$ cat src/rtl/rf_wb_arbiter.sv
// Writeback arbiter for the register-file write port, with a busy-register
// scoreboard that lets decode stall on RAW hazards against in-flight writes.
module rf_wb_arbiter #(
  parameter int CNT_W = 16
) (
  input  logic             clk,
  input  logic             rst,
  input  logic             req0_valid,
  input  logic [4:0]       req0_rd,
  input  logic [31:0]      req0_data,
  output logic             req0_ready,
  input  logic             req1_valid,
  input  logic [4:0]       req1_rd,
  input  logic [31:0]      req1_data,
  output logic             req1_ready,
  input  logic             issue_valid,
  input  logic [4:0]       issue_rd,
  input  logic             flush,
  input  logic [4:0]       rs1,
  input  logic [4:0]       rs2,
  output logic             hazard,
  output logic             rf_RW,
  output logic [4:0]       rf_write,
  output logic [31:0]      rf_data,
  output logic [CNT_W-1:0] conflict_cnt
);

  logic        rr_last;
  logic        grant0;
  logic        grant1;
  logic [31:0] busy;
  logic [31:0] busy_next;

  // rr_last names the most recent winner; on a conflict the other side goes next.
  always_comb begin
    grant0 = req0_valid && (!req1_valid || rr_last);
    grant1 = req1_valid && (!req0_valid || !rr_last);
  end

  assign req0_ready = grant0;
  assign req1_ready = grant1;

  always_ff @(posedge clk) begin
    if (rst) begin
      rr_last  <= 1'b1;
      rf_RW    <= 1'b0;
      rf_write <= 5'd0;
      rf_data  <= 32'd0;
    end else if (grant0) begin
      rr_last  <= 1'b0;
      rf_RW    <= 1'b1;
      rf_write <= req0_rd;
      rf_data  <= req0_data;
    end else if (grant1) begin
      rr_last  <= 1'b1;
      rf_RW    <= 1'b1;
      rf_write <= req1_rd;
      rf_data  <= req1_data;
    end else begin
      rf_RW    <= 1'b0;
    end
  end

  // Clear is applied before set so a newly issued producer of the same rd stays busy.
  always_comb begin
    busy_next = busy;
    if (flush) begin
      busy_next = 32'd0;
    end
    if (rf_RW) begin
      busy_next[rf_write] = 1'b0;
    end
    if (issue_valid && (issue_rd != 5'd0)) begin
      busy_next[issue_rd] = 1'b1;
    end
    busy_next[0] = 1'b0;
  end

  always_ff @(posedge clk) begin
    if (rst) begin
      busy <= 32'd0;
    end else begin
      busy <= busy_next;
    end
  end

  always_comb begin
    hazard = ((rs1 != 5'd0) && busy[rs1]) || ((rs2 != 5'd0) && busy[rs2]);
  end

  always_ff @(posedge clk) begin
    if (rst) begin
      conflict_cnt <= '0;
    end else if (req0_valid && req1_valid && (conflict_cnt != {CNT_W{1'b1}})) begin
      conflict_cnt <= conflict_cnt + CNT_W'(1);
    end
  end

endmodule

$ cat config.mk
export PLATFORM = sky130hd
export DESIGN_NAME = rf_wb_arbiter
export DESIGN_NICKNAME = d
export VERILOG_FILES = /design/src/rtl/rf_wb_arbiter.sv
export SDC_FILE = /design/constraint.sdc
export NUM_CORES = 1
export LEC_CHECK = 0
export BUFFER_PORTS_ARGS = -buffer_cell sky130_fd_sc_hd__buf_4
export CAP_MARGIN = 30
export CORE_MARGIN = 1.5
export CORE_UTILIZATION = 52
export DETAILED_ROUTE_END_ITERATION = 8
export GPL_TIMING_DRIVEN = 0
export PLACE_DENSITY = 0.83
export SLEW_MARGIN = 40
export SYNTH_ARGS = -nofsm -noshare
export SYNTH_HDL_FRONTEND = slang
export SYNTH_SLANG_ARGS = --single-unit
$ cat constraint.sdc
create_clock -name clk -period 1.7 [get_ports clk]
set_input_delay 0.17 -clock clk [delete_from_list [all_inputs] [get_ports clk]]
set_output_delay 0.17 -clock clk [all_outputs]
set_load 0.02 [all_outputs]
======== Word level (Yosys, flattened, before mapping) ========
Index checks and enable logic that the tools add are counted.
word-level totals
  register bits after elaboration ......... 87
  bits in latches ......................... 0
  bits in writable memories ............... 0
  ROM bits ................................ 0
  input bits .............................. 95
  output and inout bits ................... 57
  memories kept ........................... 0
cells by class
  $add $sub $neg .......................... 1
  multipliers ............................. 0
  divide/modulo/power cells ............... 0
  order comparisons ....................... 6
  equal/unequal tests ..................... 1
  shift operators ......................... 0
  muxes and demuxes ....................... 19
  bitwise logic cells ..................... 3
  reductions and logical operators ........ 19
operator list
  cell                                                               count
  two-way mux 32 bit                                                 5
  bitwise AND 32 bit                                                 1
  NOT 32 bit                                                         1
  bitwise OR 32 bit                                                  1
  less-than comparator 5 x 6 -> 1 bit, second input constant         4
  adder 16 x 1 -> 16 bit, second input constant                      1
  inequality test 16 bit, second input constant                      1
  nonzero test 5 bit                                                 3
  binary-select mux 1 bit (select 5 bit)                             2
  demux 1 bit (select 5 bit)                                         2
  greater-or-equal comparator 5 x 1 -> 1 bit, second input constant  2
  two-way mux 5 bit                                                  2
  logical AND 1 bit                                                  9
  two-way mux 1 bit                                                  8
  logical NOT 1 bit                                                  3
  logical OR 1 bit                                                   3
  nonzero test 2 bit                                                 1

======== Logic depth before layout (Yosys ltp) ========
Gate-level depths: netlist of the first run.
  depth in word-level cells ............... 9
  gate-level depth with buffers ........... 6

======== Least setup slack after synthesis of the first run ========
Ideal clock, no wire load.
  path kind ............................... reg-to-reg
  start point ............................. reg conflict_cnt[0]
  end point ............................... reg conflict_cnt[1]
  arrival ................................. 1.634 ns
  data required time ...................... 1.572 ns
  slack ................................... -0.062 ns
  stages on the path, launching flop included .. 7
  clock period less this slack ............ 1.762 ns
  path through ............................ dfxtp_1 ha_1 and3_1 nand3_4 o21ai_0 mux2i_1 nor2_1
between the ends
  longest elaborated chain between the ends .. 2
  elaborated cells on any way between the ends .. 3
  classes of those cells .................. 1 x add/sub; 1 x eq/ne; 1 x reduce/logical
ends and longest elaborated chain
  item                                                                            line  RTL
  start, declared                                                                 25    output logic [CNT_W-1:0] conflict_cnt
  start signal, assigned                                                          95    conflict_cnt <= conflict_cnt + CNT_W'(1);
  parallel branches: the longest is 2 deep, another holds adder 16 x 1 -> 16 bit  --
Parallel ways; which one is timed is not known.
A chain may end at the register's enable or synchronous reset.

======== Worst setup path in the final report of the first run ========
  start point ............................. reg busy[14]
  end point ............................... out hazard
between the ends
  longest elaborated chain between the ends .. 4
  elaborated cells on any way between the ends .. 7
  classes of those cells .................. 4 x mux; 3 x reduce/logical
ends and longest elaborated chain
  item                                     line  RTL
  start, declared                          31    logic [31:0] busy;
  start signal, assigned                   83    busy <= busy_next;
  binary-select mux 1 bit (select 5 bit)   88    hazard = ((rs1 != 5'd0) && busy[rs1]) || ((rs2 != 5'd0) && busy[rs2]);
  two-way mux 1 bit (implied by the code)  88
  logical AND 1 bit                        88
  logical OR 1 bit (*)                     88
  end, declared                            21    output logic hazard,
Every way passes the cells marked *; elsewhere a longest branch is shown, timed or not. The select of a mux whose other input is x is not followed.

==> results.sh, run 1 <==
export IMPL_status="finished, violations left"
export IMPL_violations="negative setup slack"
export IMPL_ctsHoldBuffers=0
export IMPL_die_w_um=100.1
export IMPL_wl_per_cell_um=18.22
export IMPL_synth_ff_latch_count=86
export IMPL_cts_tree="built"
export IMPL_numCtsBuffers=9
export IMPL_netlist_area_um2=4903
export IMPL_drv_cap=0
export IMPL_drcViolationCount=0
export IMPL_worst_path_stages=6
export IMPL_yosys_area_top_type="dfxtp_1"
export IMPL_ant_nets=0
export IMPL_finalHoldViolCount=0
export IMPL_cts_sinks=86
export IMPL_cp_start_kind="register"
export IMPL_hpwl_mm=11.69
export IMPL_fillers=748
export IMPL_vdd_drop_max_mv=0.4285
export IMPL_nets=863
export IMPL_yosys_warnings=0
export IMPL_worstPathArrival_ns=1.91
export IMPL_synth_edff_count=0
export IMPL_crit_buf_inv=1
export IMPL_overflow=0
export IMPL_synth_area_top_cells="dfxtp_1 35%, a21oi_1 8.8%, o221a_2 8.3%"
export IMPL_hold_path_class="in2reg"
export IMPL_clk_pin_slew_worst_paths_ns=0.09
export IMPL_slowest_delay_ns=0.47
export IMPL_setup_ws_ns=-0.3769
export IMPL_final_setup_viol_count=1
export IMPL_drive_above_1_share=0.3290
export IMPL_stdcell_area_um2=6429
export IMPL_die_area_um2=10020
export IMPL_synth_cell_type_count=52
export IMPL_areaGrowthSynthToFinish_pct=31.10
export IMPL_port_buffers=146
export IMPL_drv_slew=0
export IMPL_fmax_mhz=481.5
export IMPL_synth_async_reset_ratio=0
export IMPL_reg2reg_depth=6
export IMPL_multi_input_area_um2=2900
export IMPL_placed_cell_area_um2=6146
export IMPL_antenna_found_initial=0
export IMPL_ys_seq_area_frac=0.3511
export IMPL_hold_depth=3
export IMPL_layout_min_cycle_time_ns=2.077
export IMPL_tns_ns=-0.3769
export IMPL_htreeDepth=3
export IMPL_clk_latency_ns=0.37
export IMPL_path_cells="mux4_2, mux2i_1, nor3b_1, a311oi_1, nand4_1, buf_4"
export IMPL_dp_cells=864
export IMPL_synthFlopType="dfxtp_1"
export IMPL_rsz0062_at_grt="yes"
export IMPL_initial_core_util=0.5332
export IMPL_layoutNonFillerInstCount=883
export IMPL_die_y_um=100.1
export IMPL_cts_root_buf="clkbuf_8"
export IMPL_worst_pin_slew_ns=0.7499
export IMPL_diodes=0
export IMPL_avgSynthCellArea_um2=8.078
export IMPL_grt_util_all_layers=0.3148
export IMPL_drt_wl_total_mm=16.09
export IMPL_path_delay_family="multiplexers"
export IMPL_power_density_nw_per_um2=708.8
export IMPL_period_share=1.222
export IMPL_design_core_area_um2=9196
export IMPL_cp_slowest_cell="mux4_2"
export IMPL_ioPinCount=152
export IMPL_required_ns=1.53
export IMPL_syn_nets=703
export IMPL_drtIter0Drc=422
export IMPL_leakage_nw=2.761
export IMPL_globalplace_congestion=0.9325
export IMPL_grt_pass1_wl_mm=25.30
export IMPL_grt_max_degree=16
export IMPL_netlist_instances=607
export IMPL_regArea_um2=1737
export IMPL_num_vias=5438
export IMPL_relSlewSlack=0.4982
export IMPL_whs_ns=0.04813
export IMPL_cts_path_max_buffers=2
export IMPL_drt_pass1_iter_count=6
export IMPL_crit_path_max_fanout=3
export IMPL_worst_setup_path_end_kind="output port"
export IMPL_via_per_inst=6.159
export IMPL_grt_pass1_vias=5260
export IMPL_critical_path_class="reg2out"
export IMPL_finClkSkew_ns=0.01099
export IMPL_synth_top_area_frac=0.3511
export IMPL_rows=35
[Yosys cell counts, types with 2 or more instances]
cell type  instances
a21oi_1           86
dfxtp_1           86
nor2_1            74
inv_1             42
a31oi_1           39
o221a_2           36
clkbuf_1          34
nand2_1           31
o21ai_0           21
nor2b_1           20
nand2b_1          18
and3_1            10
nor3b_1           10
buf_1              8
mux4_2             8
nand3_1            8
mux2_2             6
xnor2_1            6
mux2i_1            5
nand3b_1           5
xor2_1             5
a211oi_1           4
o211ai_1           4
and3b_1            3
buf_2              3
mux4_1             3
nand4_1            3
a221oi_1           2
and2_1             2
nor3_1             2
or3_1              2
[per-stage QoR]
| stage | total power [mW] | setup slack (ns) | utilization |
|---|---|---|---|
| finish | 4.557 | -0.3769 | 0.6990 |
| floorplan | 2.767 | 0.03982 | - |
| global placement | 3.199 | -0.1389 | 0.6678 |
| detailed placement | 3.227 | -0.1777 | 0.6683 |
| global route | 4.748 | -0.5035 | 0.6990 |
| CTS | 4.536 | -0.3883 | 0.6917 |
[worst min-delay path, cell delays in order]
cell,delay [ns]
buf_4,0.11
inv_1,0.04
a211oi_1,0.05
[repair_timing]
item / CTS / global route
gates resized for setup: 12 / 20
buffers inserted: 3 / 1
setup endpoints to repair: 5 / 30
pin swaps: 3 / 5
[final timing paths]
| kind | start | slack (ns) | to |
|---|---|---|---|
| min | req0_data[7] | 0.05 | rf_data[7]$_SDFFE_PP0P_ |
| min reg2reg | conflict_cnt[0]$_SDFFE_PP0P_ | 0.55 | conflict_cnt[0]$_SDFFE_PP0P_ |
| max | busy[14]$_SDFF_PP0_ | -0.38 | hazard |
| max reg2reg | conflict_cnt[1]$_SDFFE_PP0P_ | 0.06 | conflict_cnt[14]$_SDFFE_PP0P_ |
[state kept, by name, indices dropped and copies added (netlist names)]
| name | count |
|---|---|
| rf_write | 5 |
| rf_data | 32 |
| busy | 31 |
| rf_RW | 1 |
| rr_last | 1 |
| conflict_cnt | 16 |
[cells in the final DEF (no fill, tap or decap), types with 3 or more instances in the layout]
master,instances
a21oi_1,86
a31oi_1,39
and3_1,8
and3b_1,3
buf_1,7
buf_2,3
buf_4,151
clkbuf_1,31
clkbuf_2,4
clkbuf_8,9
clkinv_2,3
dfxtp_1,76
dfxtp_2,9
inv_1,42
mux2_2,6
mux2i_1,5
mux4_2,10
nand2_1,31
nand2b_1,18
nand3_1,7
nand3b_1,5
nand4_1,3
nor2_1,74
nor2b_1,20
nor3b_1,6
nor3b_2,4
o211ai_1,4
o21ai_0,20
o221a_2,36
xnor2_1,6
xor2_1,5
[where the power goes]
group | internal [mW] | switching, mW | total (mW)
Combinational | 0.469 | 0.571 | 1.04
Sequential | 2.10 | 0.0639 | 2.17
Clock | 0.537 | 0.813 | 1.35
Total | 3.11 | 1.45 | 4.56
[kinds of logic after synthesis]
| family | share of synthesized area |
|---|---|
| compound gates | 0.2751 |
| simple gates | 0.2026 |
| buf+inv | 0.07221 |
| flops | 0.3511 |
| mux | 0.07681 |
| xor+xnor | 0.01965 |
| fa+ha+maj | 0.002551 |
[area by class of cell]
type                    instances  share of cell area
clock inverters                 7            0.007590
plain buffers                  47             0.03056
well taps                     111             0.02160
multi-input cells             431              0.4511
repair buffers                150              0.1752
inverters                      42             0.02452
flip-flops and latches         86              0.2701
clock buffers                   9             0.01927
[per-layer routing]
metal	vias to the layer above	part of all wire	GRT usage
met5	-	0	0
met4	0	0.019	0.09534
met3	37	0.10	0.08565
met2	311	0.50	0.5500
met1	2577	0.38	0.3781
li1	2513	-	-
No activity file was read; power rests on OpenSTA's default activity.
==> inputs of run 2 (changes only) <==
--- a/config.mk
+++ b/config.mk
@@ -11,7 +11,7 @@
 export CORE_UTILIZATION = 52
 export DETAILED_ROUTE_END_ITERATION = 8
 export GPL_TIMING_DRIVEN = 0
-export PLACE_DENSITY = 0.83
+export PLACE_DENSITY = 0.8
 export SLEW_MARGIN = 40
 export SYNTH_ARGS = -nofsm -noshare
 export SYNTH_HDL_FRONTEND = slang
==> results.sh, run 2 (same netlist as run 1, synthesis figures left out) <==
export IMPL_combPwrFrac=0.220
export IMPL_violations="negative setup slack"
export IMPL_critical_path_class="reg2out"
export IMPL_met1_length_mm=6.348
export IMPL_setup_ws_ns=-0.3996
export IMPL_nets=859
export IMPL_numCtsBuffers=9
export IMPL_cts_tree="built"
export IMPL_relSlewSlack=0.5194
export IMPL_cts_root_buf="clkbuf_8"
export IMPL_final_common_cell="buf_4"
export IMPL_hold_path_class="in2reg"
export IMPL_power_mw=4.725
export IMPL_layout_min_cycle_time_ns=2.100
export IMPL_layout_common_cells="147 x buf_4, 86 x a21oi_1, 79 x dfxtp_1"
export IMPL_ant_nets=0
export IMPL_drcViolationCount=0
export IMPL_cp_start_kind="register"
export IMPL_worst_pin_slew_ns=0.7182
export IMPL_switchingPower_mw=1.456
export IMPL_worstPathArrival_ns=1.93
export IMPL_final_setup_viol_count=1
export IMPL_stdcell_area_um2=6412
export IMPL_wl_per_cell_um=17.70
export IMPL_drive_above_1_share=0.3177
export IMPL_finClkSkew_ns=0.01128
export IMPL_r2r_slack_ns=0.07
export IMPL_placed_cell_area_um2=6146
export IMPL_globalplace_congestion=0.9189
export IMPL_ioPinCount=152
export IMPL_p_int_mw=3.269
export IMPL_power_density_nw_per_um2=736.8
export IMPL_grt_pass1_wl_mm=24.47
export IMPL_clk_pin_slew_worst_paths_ns=0.10
export IMPL_vdd_drop_max_mv=0.3731
export IMPL_overflow=0
export IMPL_topRoutingLayerUsed="met4"
export IMPL_layoutNonFillerInstCount=879
export IMPL_dp_cells=864
export IMPL_grt_max_degree=17
export IMPL_met3_length_mm=1.260
export IMPL_swShare=0.3082
export IMPL_required_ns=1.53
export IMPL_cts_path_max_buffers=2
export IMPL_drv_cap=0
export IMPL_final_core_util=0.6973
export IMPL_drt_pass1_iter_count=7
export IMPL_antenna_found_initial=0
export IMPL_cts_sinks=86
export IMPL_finalHoldViolCount=0
export IMPL_ctsHoldBuffers=0
export IMPL_largest_reg_flops=32
export IMPL_clockPowerShare=0.322
export IMPL_fillers=770
export IMPL_drv_slew=0
export IMPL_diodes=0
export IMPL_initial_core_util=0.5332
export IMPL_worst_setup_path_end_kind="output port"
export IMPL_areaGrowthSynthToFinish_pct=30.77
export IMPL_drtIter0Drc=310
export IMPL_htreeDepth=3
export IMPL_rsz0062_at_grt="yes"
export IMPL_rows=35
export IMPL_drt_wl_total_mm=15.56
export IMPL_via_per_inst=5.985
export IMPL_grt_pass1_vias=5040
export IMPL_period_share=1.235
export IMPL_hpwl_mm=11.51
export IMPL_seqPwrFrac=0.459
export IMPL_design_core_area_um2=9196
export IMPL_die_w_um=100.1
export IMPL_wl_met2_mm=7.590
export IMPL_status="finished, violations left"
export IMPL_fmax_mhz=476.3
export IMPL_reg_top3="rf_data: 32 flops, busy: 31 flops, conflict_cnt: 16 flops"
export IMPL_die_area_um2=10020
export IMPL_leakage_nw=2.751
export IMPL_grt_util_all_layers=0.3043
export IMPL_clk_latency_ns=0.37
export IMPL_port_buffers=146
export IMPL_crit_path_max_fanout=3
export IMPL_max_flop_register="rf_data"
export IMPL_dpl_worst_slack_ns=-0.2020
export IMPL_num_vias=5261
export IMPL_die_y_um=100.1
## run 2: cell types whose count changed in the layout (fill, tap and decap cells not counted), moves of 2 or more
cell	delta
clkbuf_2	-2
dfxtp_2	-2
buf_4	-4
clkinv_2	-2
dfxtp_1	+3
inv_6	+2
## run 2: worst max-delay path, stage by stage, from the launching register on
cell and delay, ns:
dfxtp_2 0.34, mux4_2 0.48, mux2i_2 0.18, nor3b_1 0.07, a311oi_1 0.20, nand4_1 0.12
buf_4 0.17
## run 2: final cells by class
| class | count | area, µm² | share of cell area |
|---|---|---|---|
| plain buffers | 47 | 193.9 | 0.03024 |
| multi-input cells | 431 | 2894 | 0.4513 |
| clock buffers | 9 | 123.9 | 0.01932 |
| inverters | 42 | 157.7 | 0.02459 |
| flip-flops and latches | 86 | 1730 | 0.2699 |
| well taps | 111 | 138.9 | 0.02166 |
| repair buffers | 146 | 1096 | 0.1709 |
| clock inverters | 7 | 77.57 | 0.01210 |
## run 2: worst paths after layout
check | startpoint | endpoint | cells after the start
worst max register to register | conflict_cnt[0]$_SDFFE_PP0P_ | conflict_cnt[10]$_SDFFE_PP0P_ | 6
worst min-delay path | req0_data[7] | rf_data[7]$_SDFFE_PP0P_ | 3
worst max-delay path | busy[14]$_SDFF_PP0_ | hazard | 6
worst min register to register | conflict_cnt[0]$_SDFFE_PP0P_ | conflict_cnt[0]$_SDFFE_PP0P_ | 2
## run 2: through the flow
stage / TNS (ns) / hold WS [ns]
2_1_floorplan: 0 / 0.3078
3_3_place_gp: -0.1436 / 0.4274
3_5_place_dp: -0.2020 / 0.4506
4_1_cts: -0.4158 / 0.06505
5_1_grt: -0.4674 / 0.06955
6_report: -0.3996 / 0.06519
## run 2: power by group through the flow
stage / clock network (mW) / logic (mW) / registers, mW
after CTS: 1.52 / 1.02 / 2.17
after floorplan: 0 / 0.472 / 2.30
after global routing: 1.60 / 1.11 / 2.18
final: 1.52 / 1.04 / 2.17
after global placement: 0 / 0.994 / 2.21
after detailed placement: 0 / 1.02 / 2.21
## run 2: metal layers
layer	up-vias	global-route usage
met1	2474	0.3897
met2	244	0.5055
li1	2514	-
met4	0	0.1062
met5	-	0
met3	29	0.07033
## run 2: timing repair
action	in CTS	in global routing
resized for setup	8	15
buffers inserted	0	0
pin swaps	3	2
setup endpoints to repair	2	22
